--- config.mk ---
export PLATFORM = sky130hd
export DESIGN_NAME = ixc_unpack_288_flat
export DESIGN_NICKNAME = d
export VERILOG_FILES = /design/src/rtl/ixc_unpack_288_if.sv /design/src/rtl/ixc_unpack_288.sv /design/src/flat_wrapper.sv
export SDC_FILE = /design/constraint.sdc
export NUM_CORES = 1
export LEC_CHECK = 0
export CORE_ASPECT_RATIO = 0.8
export CORE_MARGIN = 3
export CORE_UTILIZATION = 55
export DETAILED_ROUTE_END_ITERATION = 10
export HOLD_SLACK_MARGIN = 0.12
export PLACE_DENSITY = 0.9
export RECOVER_POWER = 100
export SYNTH_ARGS = -nofsm -noshare
export SYNTH_HDL_FRONTEND = slang
export SYNTH_SLANG_ARGS = --single-unit
--- constraint.sdc ---
create_clock -name clk -period 2.75 [get_ports clk]
set_input_delay 0.275 -clock clk [delete_from_list [all_inputs] [get_ports clk]]
set_output_delay 0.275 -clock clk [all_outputs]
set_load 0.005 [all_outputs]
--- src/rtl/ixc_unpack_288_if.sv ---
// Bus bundle for the 288-bit unpacker: a word-wide input handshake and a
// beat-wide output handshake.
interface ixc_unpack_288_if #(
  parameter int WIDTH = 288,
  parameter int BEAT  = 32
);
  localparam int BEATS = WIDTH / BEAT;
  localparam int IW    = (BEATS > 1) ? $clog2(BEATS) : 1;

  // Both sides: a transfer happens on a rising edge where valid & ready are
  // both high; a valid source holds data stable until that edge.
  logic             in_valid;
  logic             in_ready;
  logic [WIDTH-1:0] in_data;
  logic             out_valid;
  logic             out_ready;
  logic [BEAT-1:0]  out_data;
  logic [IW-1:0]    out_idx;
  logic             out_last;
  logic             busy;

  modport master (
    output in_valid, in_data, out_ready,
    input  in_ready, out_valid, out_data, out_idx, out_last, busy
  );

  modport slave (
    input  in_valid, in_data, out_ready,
    output in_ready, out_valid, out_data, out_idx, out_last, busy
  );
endinterface

--- src/rtl/ixc_unpack_288.sv ---
// Wide-to-narrow serializer: one WIDTH-bit word in, BEATS beats of BEAT bits
// out, LSB beat first, with back-to-back word acceptance on the last beat.
module ixc_unpack_288 #(
  parameter int WIDTH = 288,
  parameter int BEAT  = 32
) (
  input  logic                clk,
  input  logic                rst,
  ixc_unpack_288_if.slave     bus,
  output logic                dbg_state_o
);
  localparam int BEATS = WIDTH / BEAT;
  localparam int IW    = (BEATS > 1) ? $clog2(BEATS) : 1;
  localparam logic [IW-1:0] LAST_IDX = IW'(BEATS - 1);

  if ((WIDTH % BEAT) != 0) begin : g_cfg_check
    $error("ixc_unpack_288: WIDTH must be a multiple of BEAT");
  end

  typedef enum logic {
    IDLE = 1'b0,
    SEND = 1'b1
  } state_t;

  state_t           state_q;
  logic [WIDTH-1:0] shreg_q;
  logic [IW-1:0]    idx_q;
  logic             last_q;

  assign last_q = (state_q == SEND) && (idx_q == LAST_IDX);

  // The ready path from out_ready is combinational so a new word can be
  // taken on the same edge the last beat leaves.
  assign bus.in_ready  = !rst && ((state_q == IDLE) ||
                                  (last_q && bus.out_ready));
  assign bus.out_valid = (state_q == SEND);
  assign bus.out_data  = shreg_q[BEAT-1:0];
  assign bus.out_idx   = idx_q;
  assign bus.out_last  = last_q;
  assign bus.busy      = (state_q == SEND);
  assign dbg_state_o   = state_q;

  always_ff @(posedge clk) begin
    if (rst) begin
      state_q <= IDLE;
      shreg_q <= '0;
      idx_q   <= '0;
    end else begin
      case (state_q)
        IDLE: begin
          if (bus.in_valid) begin
            shreg_q <= bus.in_data;
            idx_q   <= '0;
            state_q <= SEND;
          end
        end
        SEND: begin
          if (bus.out_ready) begin
            if (idx_q == LAST_IDX) begin
              idx_q <= '0;
              if (bus.in_valid) begin
                shreg_q <= bus.in_data;
              end else begin
                shreg_q <= '0;
                state_q <= IDLE;
              end
            end else begin
              shreg_q <= shreg_q >> BEAT;
              idx_q   <= idx_q + 1'b1;
            end
          end
        end
        default: state_q <= IDLE;
      endcase
    end
  end
endmodule

--- src/flat_wrapper.sv ---
// flat-port wrapper written by rule: the top's interface ports become plain ports
module ixc_unpack_288_flat 
#(
  parameter int WIDTH = 288,
  parameter int BEAT  = 32
)
  (clk, rst, dbg_state_o, bus_in_valid, bus_in_data, bus_out_ready, bus_in_ready, bus_out_valid, bus_out_data, bus_out_idx, bus_out_last, bus_busy);
  ixc_unpack_288_if #(.WIDTH(WIDTH), .BEAT(BEAT)) bus_i ();
  input  logic clk;
  input  logic rst;
  output logic dbg_state_o;
  input wire logic [$bits(bus_i.in_valid)-1:0] bus_in_valid;
  input wire logic [$bits(bus_i.in_data)-1:0] bus_in_data;
  input wire logic [$bits(bus_i.out_ready)-1:0] bus_out_ready;
  output wire logic [$bits(bus_i.in_ready)-1:0] bus_in_ready;
  output wire logic [$bits(bus_i.out_valid)-1:0] bus_out_valid;
  output wire logic [$bits(bus_i.out_data)-1:0] bus_out_data;
  output wire logic [$bits(bus_i.out_idx)-1:0] bus_out_idx;
  output wire logic [$bits(bus_i.out_last)-1:0] bus_out_last;
  output wire logic [$bits(bus_i.busy)-1:0] bus_busy;
  assign bus_i.in_valid = bus_in_valid;
  assign bus_i.in_data = bus_in_data;
  assign bus_i.out_ready = bus_out_ready;
  assign bus_in_ready = bus_i.in_ready;
  assign bus_out_valid = bus_i.out_valid;
  assign bus_out_data = bus_i.out_data;
  assign bus_out_idx = bus_i.out_idx;
  assign bus_out_last = bus_i.out_last;
  assign bus_busy = bus_i.busy;
  ixc_unpack_288 #(.WIDTH(WIDTH), .BEAT(BEAT)) u_core (.clk(clk), .rst(rst), .bus(bus_i), .dbg_state_o(dbg_state_o));
endmodule
# After elaboration in Yosys (flattened, before gate mapping)
# Cells that the tools add are included.
[op_classes] eq_ne=3 bitwise=1 order_cmp=0 div=0 add_sub_neg=1 n_reduce_logical=6 muxes=13 mul=0 shift=0
[op_table] cell="$mux 288" count=4
[op_table] cell="$pmux 288 s2" count=1
[op_table] cell="$mux 4" count=3
[op_table] cell="$pmux 4 s2" count=1
[op_table] cell="$add 4x1->4 const B" count=1
[op_table] cell="$eq 4x4->1 const B" count=1
[op_table] cell="$ne 2x2->1 const B" count=2
[op_table] cell="$logic_and 1x1->1" count=3
[op_table] cell="$mux 1" count=3
[op_table] cell="$pmux 1 s2" count=1
[op_table] cell="$reduce_and 2->1" count=1
[op_table] cell="$logic_not 1->1" count=1
[op_table] cell="$logic_or 1x1->1" count=1
[op_table] cell="$not 1->1" count=1
[word_totals] inputBits=292 word_cells=27 rom_bits=0 mem_count=0 output_inout_bits=41 ram_bits=0 latchBits=0 register_bits=293

# Depth between registers and ports, before layout
# Gate-level depths: netlist (run 1).
[logic_depth] depth_word=5 ltp_mapped=8 mapped_depth_nobuf=5

# Worst setup path before layout (run 1)
# OpenSTA, ideal clock, no wires.
[synth_timing] path_kind="register to register" startpoint="reg u_core.idx_q[0], in the netlist u_core.bus.out_idx[0]" endpoint="reg u_core.shreg_q[103]" stages_incl_launch_ff=9 t_required_ps=2661 arrival_time_ps=1601 path_buffers=3 setup_slack_ps=1060 path_cell_list="dfxtp_1 -> inv_1 -> ha_1 -> nand3b_1 -> buf_4 -> buf_6 -> clkbuf_1 -> nand3_1 -> a311oi_2"
[synth_between] elab_chain_len=4
[synth_lines] item="from (decl)" line_no="ixc_unpack_288.sv:27" text="logic [IW-1:0] idx_q;"
[synth_lines] item="from (signal assigned)" line_no="ixc_unpack_288.sv:69" text="idx_q <= idx_q + 1'b1;"
[synth_lines] item="$eq 4x4->1" line_no="ixc_unpack_288.sv:59" text="if (idx_q == LAST_IDX) begin"
[synth_lines] item="$mux 288" line_no="ixc_unpack_288.sv:59"
[synth_lines] item="$mux 288" line_no="ixc_unpack_288.sv:58" text="if (bus.out_ready) begin"
[synth_lines] item="$pmux 288 s2" line_no="ixc_unpack_288.sv:49" text="case (state_q)"
[synth_lines] item="to (signal assigned)" line_no="ixc_unpack_288.sv:52" text="shreg_q <= bus.in_data;"
[synth_lines] item="to (signal assigned)" line_no="ixc_unpack_288.sv:62" text="shreg_q <= bus.in_data;"
[synth_lines] item="to (signal assigned)" line_no="ixc_unpack_288.sv:68" text="shreg_q <= shreg_q >> BEAT;"
[synth_lines] item="to (decl)" line_no="ixc_unpack_288.sv:26" text="logic [WIDTH-1:0] shreg_q;"
# No other way between the ends. The select of a mux whose other input is x is not followed.
# A chain may end at the register's enable or synchronous reset.

# Final worst setup path (run 1)
[layout_timing] startpoint="reg u_core.idx_q[0], in the netlist u_core.bus.out_idx[0]" endpoint="reg u_core.shreg_q[55]"
# Same word-level chain as after synthesis.

==> results.yml, run 1 <==
outcome:
  status: "completed"
route:
  wl_per_cell_um: 21.4
  route.detailed.drc: 0
  drtIter0Drc: 1708
  detail-route-antenna-nets: 0
  drt-total-wl_mm: 47.4
  dr.pass1.iters: 6
  route.vias.total: 14400
  routed_via_density: 6.51
synth:
  syn_avg_cell_area_um2: 8.50
  synth_edf_count: 0
  yosysSeqAreaShare_pct: 40.8
  yosys_warnings: 0
  synth_top_area_share_pct: 40.8
  synth_ff_type: "dfxtp_1"
  async_flop_share_pct: 0
  ys_types: 31
  yosys-top-cells-area: "dfxtp_1, a311oi_2, nand3_1"
  synth_fp_nets: 1988
  yosysMostFrequentCell: "dfxtp_1"
  synth_area_um2: 14400
  ys_ff_latch: 293
  synth_largest_area_cell: "dfxtp_1"
  synth_cells: 1694
  synth_common_cells: "dfxtp_1, nor2_1, nand3_1"
clocking:
  ctsLongestPathBuffers: 3
  cts.hold.buffers_added: 0
  root_buffer: "clkbuf_16"
  h-tree-depth: 1
  clk_latency_ns: 0.54
  cts_buffers: 29
  clkTransAtPathRegs_ns: 0.06
  post_cts_buffers: 0
  cts_tree: "yes"
  cts.repair.resized: 0
  cts.sinks: 293
setup_path:
  cp.arrival_ns: 3.03
  end_kind: "register"
  crit_type: "register to register"
  rr_endpoint: "u_core.shreg_q[55]"
  r2r_cells: 6
  cp_max_fo: 120
  r2r_setup_slack_ns: 0.13
  r2r_start: "u_core.bus.out_idx[0]"
  cp-start-kind: "register"
  required_ns: 3.16
final_layout:
  multiInputGateArea_um2: 7020
  area.sequential_um2: 5870
  layout.nets: 2135
  drive_gt1_share_pct: 9.34
  fill_cells: 1891
  instances_no_fill: 2214
  syn_to_final_growth_pct: 26.5
global_route:
  grt_antenna_before_repair: 3
  grt_use_total_pct: 31.6
  grt-ovfl-total: 0
  grt_pass1_wl_mm: 72.3
  grt_pass1_vias: 13300
  grt_max_degree: 137
min_path:
  min_path_cells: 2
  hold_end: "u_core.shreg_q[4]"
  hold_start: "rst"
  hold_class: "input pin to register"
sta:
  hold_slack_ns: 0.267
  fin_ws_ns: 0.131
  slew_viol_final: 0
  rsz0062_at_grt: "false"
  finalSetupViolations: 0
  setup_tns_ns: 0
  slew_headroom_pct: 35.4
  clock_skew_ns: 0.0141
  fmax_mhz: 382
  hold_viol: 0
  fin_crit_ns: 2.62
  period_share_pct: 95.2
  worst_pin_slew_ns: 0.969
power:
  switchingPower_w: 0.00294
  p_int_w: 0.00804
  pwr-share-seq_pct: 44.4
  comb_power_share_pct: 17.6
  p_clk_share_pct: 38.0
  irDropWorstVdd_uv: 459
  p_sw_share_pct: 26.8
  p_leak_nw: 6.10
  power_w: 0.0110
  power_density_nw_per_um2: 603
floorplanning:
  io-pin-count: 333
  core_area_um2: 25500
  initial_utilization_pct: 56.4
  rows: 52
  die_w_um: 187
  fp.dieH_um: 151
  die_area_um2: 28200
placed_design:
  dp_worst_setup_slack_ns: 0.368
  port_buffers: 332
  gp_congestion: 0.910
  hpwl_mm: 31.4
  dp.cells: 2161
run:
  drv_cap: 0
==> stage by stage <==
stage	instance area [µm²]	utilization [%]
finish	18200	71.4
floorplan	14400	-
CTS	18400	72.3
detailed placement	17400	68.4
global placement	17400	68.4
global route	18200	71.4
==> critical path: stages (launching register included) <==
cell and delay, ns:
dfxtp_1 0.38, inv_1 0.08, ha_1 0.23, nand3b_1 0.24, buf_6 0.66, nand3_1 0.31
a311oi_1 0.44
==> cells in the final DEF, fill, tap and decap left out, types with 2 or more instances in the layout <==
master | Yosys | final
buf_12 | 0 | 20
inv_1 | 3 | 3
o21ai_0 | 218 | 218
a21oi_1 | 34 | 34
ha_1 | 2 | 2
dfxtp_1 | 293 | 292
clkbuf_16 | 0 | 29
buf_4 | 57 | 13
clkdlybuf4s50_1 | 0 | 291
nor2_1 | 259 | 259
a311oi_2 | 120 | 84
clkinvlp_4 | 0 | 2
clkbuf_8 | 0 | 10
dlygate4sd3_1 | 0 | 40
o211ai_1 | 32 | 32
nand3_1 | 258 | 258
nand2_1 | 34 | 34
bufinv_16 | 0 | 3
o21ai_1 | 39 | 39
clkinv_2 | 0 | 4
clkbuf_1 | 119 | 5
a311oi_1 | 136 | 172
==> flip-flops by register name, summed over array words and instances, names as in the netlist <==
name and cells:
u_core.shreg_q 288, u_core.bus.busy 1, u_core.bus.out_idx 4
==> final cells by class <==
class	count	area share (%)
Antenna cell	1	0.0137
Clock buffer	43	4.83
Clock inverter	9	0.687
Inverter	4	0.124
Multi-Input combinational cell	1145	38.6
Sequential cell	293	32.2
Tap cell	351	2.41
Timing Repair Buffer	368	21.1
==> power groups by stage <==
stage                     Sequential [W]  Combinational (W)  Clock [W]
final                            0.00488            0.00193    0.00417
after global placement           0.00494            0.00191          0
after detailed placement         0.00496            0.00197          0
after global routing             0.00490            0.00210    0.00434
after CTS                        0.00487            0.00199    0.00419
after floorplan                  0.00487            0.00127          0
==> how the worst max path moves through the flow <==
| stage | from | to | slack (ns) | cells after the start |
|---|---|---|---|---|
| final | u_core.bus.out_idx[0] | u_core.shreg_q[55] | 0.13 | 6 |
| after detailed placement | bus_in_valid | u_core.shreg_q[17] | 0.37 | 6 |
| after global placement | bus_in_valid | u_core.shreg_q[197] | 0.45 | 5 |
| after CTS | u_core.bus.out_idx[0] | bus_in_ready | 0.17 | 6 |
| after floorplan | u_core.bus.out_idx[0] | u_core.shreg_q[103] | 1.06 | 8 |
| after global routing | u_core.bus.out_idx[0] | u_core.shreg_q[55] | 0.05 | 6 |
==> kinds of logic (layout without fill, tap and decap cells) <==
kind of cell / count (synthesis) / count (layout) / synth area share [%]
AO/OA/AOI/OAI: 583 / 583 / 32.8
adder cells (fa/ha/maj): 2 / 2 / 0.174
buffers and inverters: 256 / 424 / 9.08
flip-flops: 293 / 293 / 40.8
multiplexers: 2 / 2 / 0.200
other: 0 / 1 / 0
AND/OR/NAND/NOR: 558 / 558 / 17.0
==> metal layers <==
layer	share of wire, %	up-vias	GRT usage (%)
met4	3.4	6	9.37
met2	48	799	53.9
met1	38	6900	40.4
met5	0.087	-	0
met3	10	116	7.29
li1	-	6587	-
Power figures use the tool's default switching activity.
==> run 2: changes to the inputs <==
--- a/config.mk
+++ b/config.mk
@@ -5,7 +5,6 @@
 export SDC_FILE = /design/constraint.sdc
 export NUM_CORES = 1
 export LEC_CHECK = 0
-export CORE_ASPECT_RATIO = 0.8
 export CORE_MARGIN = 3
 export CORE_UTILIZATION = 55
 export DETAILED_ROUTE_END_ITERATION = 10
==> run 2 against run 1 <==
  * The flow now finishes with violations (max-capacitance violations, max-slew violations)
  * Register-to-register slack better by 0.17 ns
  * Sequential share of layout area rose by 0.080 points
  * Total power increased by 0.59%
  * Largest cell class unchanged
  * Highest routed layer unchanged
==> results.yml, run 2 (same netlist as run 1, synthesis figures left out) <==
floorplanning:
  io-pin-count: 333
  fp.dieH_um: 168
  core_area_um2: 25500
  die_w_um: 168
  initial_utilization_pct: 56.5
  rows: 58
  die_area_um2: 28100
run:
  drv_cap: 2
setup_path:
  required_ns: 2.48
  cp_max_fo: 5
  cp.arrival_ns: 2.23
  path_cells: "inv_1, ha_1, nand3b_1, o21a_1, nor2_1, dlygate4sd3_1"
  cp_slowest_cell: "dlygate4sd3_1"
  end_kind: "output pin"
  slowest_delay_ns: 0.58
  cp-start-kind: "register"
  crit_type: "register to output pin"
final_layout:
  layout.nets: 2140
  syn_to_final_growth_pct: 26.1
  final_cell_mix: "dfxtp_1, clkdlybuf4s50_1, nor2_1, nand3_1, o21ai_0"
  top_register: "u_core.shreg_q"
  drive_gt1_share_pct: 9.43
  largest_register_ffs: 288
  final_common_cell: "dfxtp_1"
route:
  detail-route-antenna-nets: 0
  wl_per_cell_um: 21.6
  drt-total-wl_mm: 47.4
  drtIter0Drc: 1926
  route.vias.total: 14400
  routed_via_density: 6.56
  route.detailed.drc: 0
  dr.pass1.iters: 6
outcome:
  failed_checks: "max-capacitance violations, max-slew violations"
  status: "finished, violations left"
min_path:
  hold_class: "input pin to register"
clocking:
  h-tree-depth: 1
  clkTransAtPathRegs_ns: 0.06
  ctsLongestPathBuffers: 3
  cts_tree: "yes"
  cts.repair.resized: 0
  root_buffer: "clkbuf_16"
  clk_latency_ns: 0.54
  cts_buffers: 30
  cts.sinks: 293
sta:
  rsz0062_at_grt: "false"
  hold_viol: 0
  clock_skew_ns: 0.0129
  fin_crit_ns: 2.50
  period_share_pct: 91.0
  hold_slack_ns: 0.318
  fmax_mhz: 400
  worst_pin_slew_ns: 1.62
  finalSetupViolations: 0
  slew_headroom_pct: -7.96
  setup_tns_ns: 0
  slew_viol_final: 171
power:
  p_leak_nw: 6.13
  power_density_nw_per_um2: 608
  irDropWorstVdd_uv: 485
global_route:
  grt_max_degree: 134
  grt-ovfl-total: 0
  grt_antenna_before_repair: 4
  grt_pass1_wl_mm: 72.8
  grt_use_total_pct: 31.5
  grt_pass1_vias: 13600
placed_design:
  gp_congestion: 0.941
  port_buffers: 332
  hpwl_mm: 31.9
## run 2: cell count changes in the layout (fill, tap and decap cells not counted), moves of 2 or more
cell and change:
dlygate4sd3_1 +2, clkbuf_16 +2, clkbuf_2 +7, clkinv_2 +3, buf_4 -3, buf_12 -3
## run 2: worst paths after layout
check	start	endpoint	slack [ns]	depth (start not counted)
max	u_core.bus.out_idx[0]	bus_in_ready	0.25	6
min	bus_in_data[40]	u_core.shreg_q[40]	0.32	3
max reg2reg	u_core.bus.busy	u_core.bus.out_idx[2]	0.30	4
min reg2reg	u_core.shreg_q[267]	u_core.shreg_q[267]	0.46	2
## run 2: power breakdown
part | switching (W) | internal (W)
clock | 0.00169 | 0.00256
combinational | 0.00100 | 0.000916
sequential | 0.000236 | 0.00463
total | 0.00293 | 0.00811
## run 2: worst max-delay path, delay by kind of cell, from the launching register on
family / cells / cell delay [ns]
and+or+nand+nor: 2 / 0.25
adders and majority gates: 1 / 0.21
buffers and inverters: 2 / 0.66
AOI/OAI and AO/OA: 1 / 0.19
DFF: 1 / 0.40
## run 2: routing by layer
metal,wire (µm),vias to the layer above,share of wire [%],GRT usage (%)
met3,4220,149,8.9,6.36
li1,-,6601,-,-
met5,26,-,0.055,0
met2,22400,806,47,52.1
met4,2730,4,5.8,15.6
met1,18000,6859,38,39.3
## run 2: per-stage QoR
stage / instance area [µm²] / total power (W) / setup slack (ns) / instances / util [%]
floorplan: 14400 / 0.00613 / 1.06 / 1694 / -
global placement: 17400 / 0.00684 / 0.572 / 2143 / 68.4
detailed placement: 17400 / 0.00692 / 0.458 / 2143 / 68.4
CTS: 18500 / 0.0111 / 0.272 / 2197 / 72.6
global route: 18200 / 0.0115 / 0.103 / 2197 / 71.3
finish: 18200 / 0.0110 / 0.249 / 2198 / 71.3
## run 2: final cells by class
cell class	count	area (µm²)
fillers	1898	7310
repair buffers	372	3810
well taps	330	413
clock inverters	11	133
diodes	1	2.50
flip-flops and latches	293	5870
clock buffers	42	907
multi-input cells	1145	7000
inverters	4	22.5
## run 2: timing repair
action | 4_1_cts | 5_1_grt
hold endpoints to repair | 37 | 0
setup buffers | 0 | 0
endpoints found under the setup margin | 0 | 0
hold buffers | 1 | 0
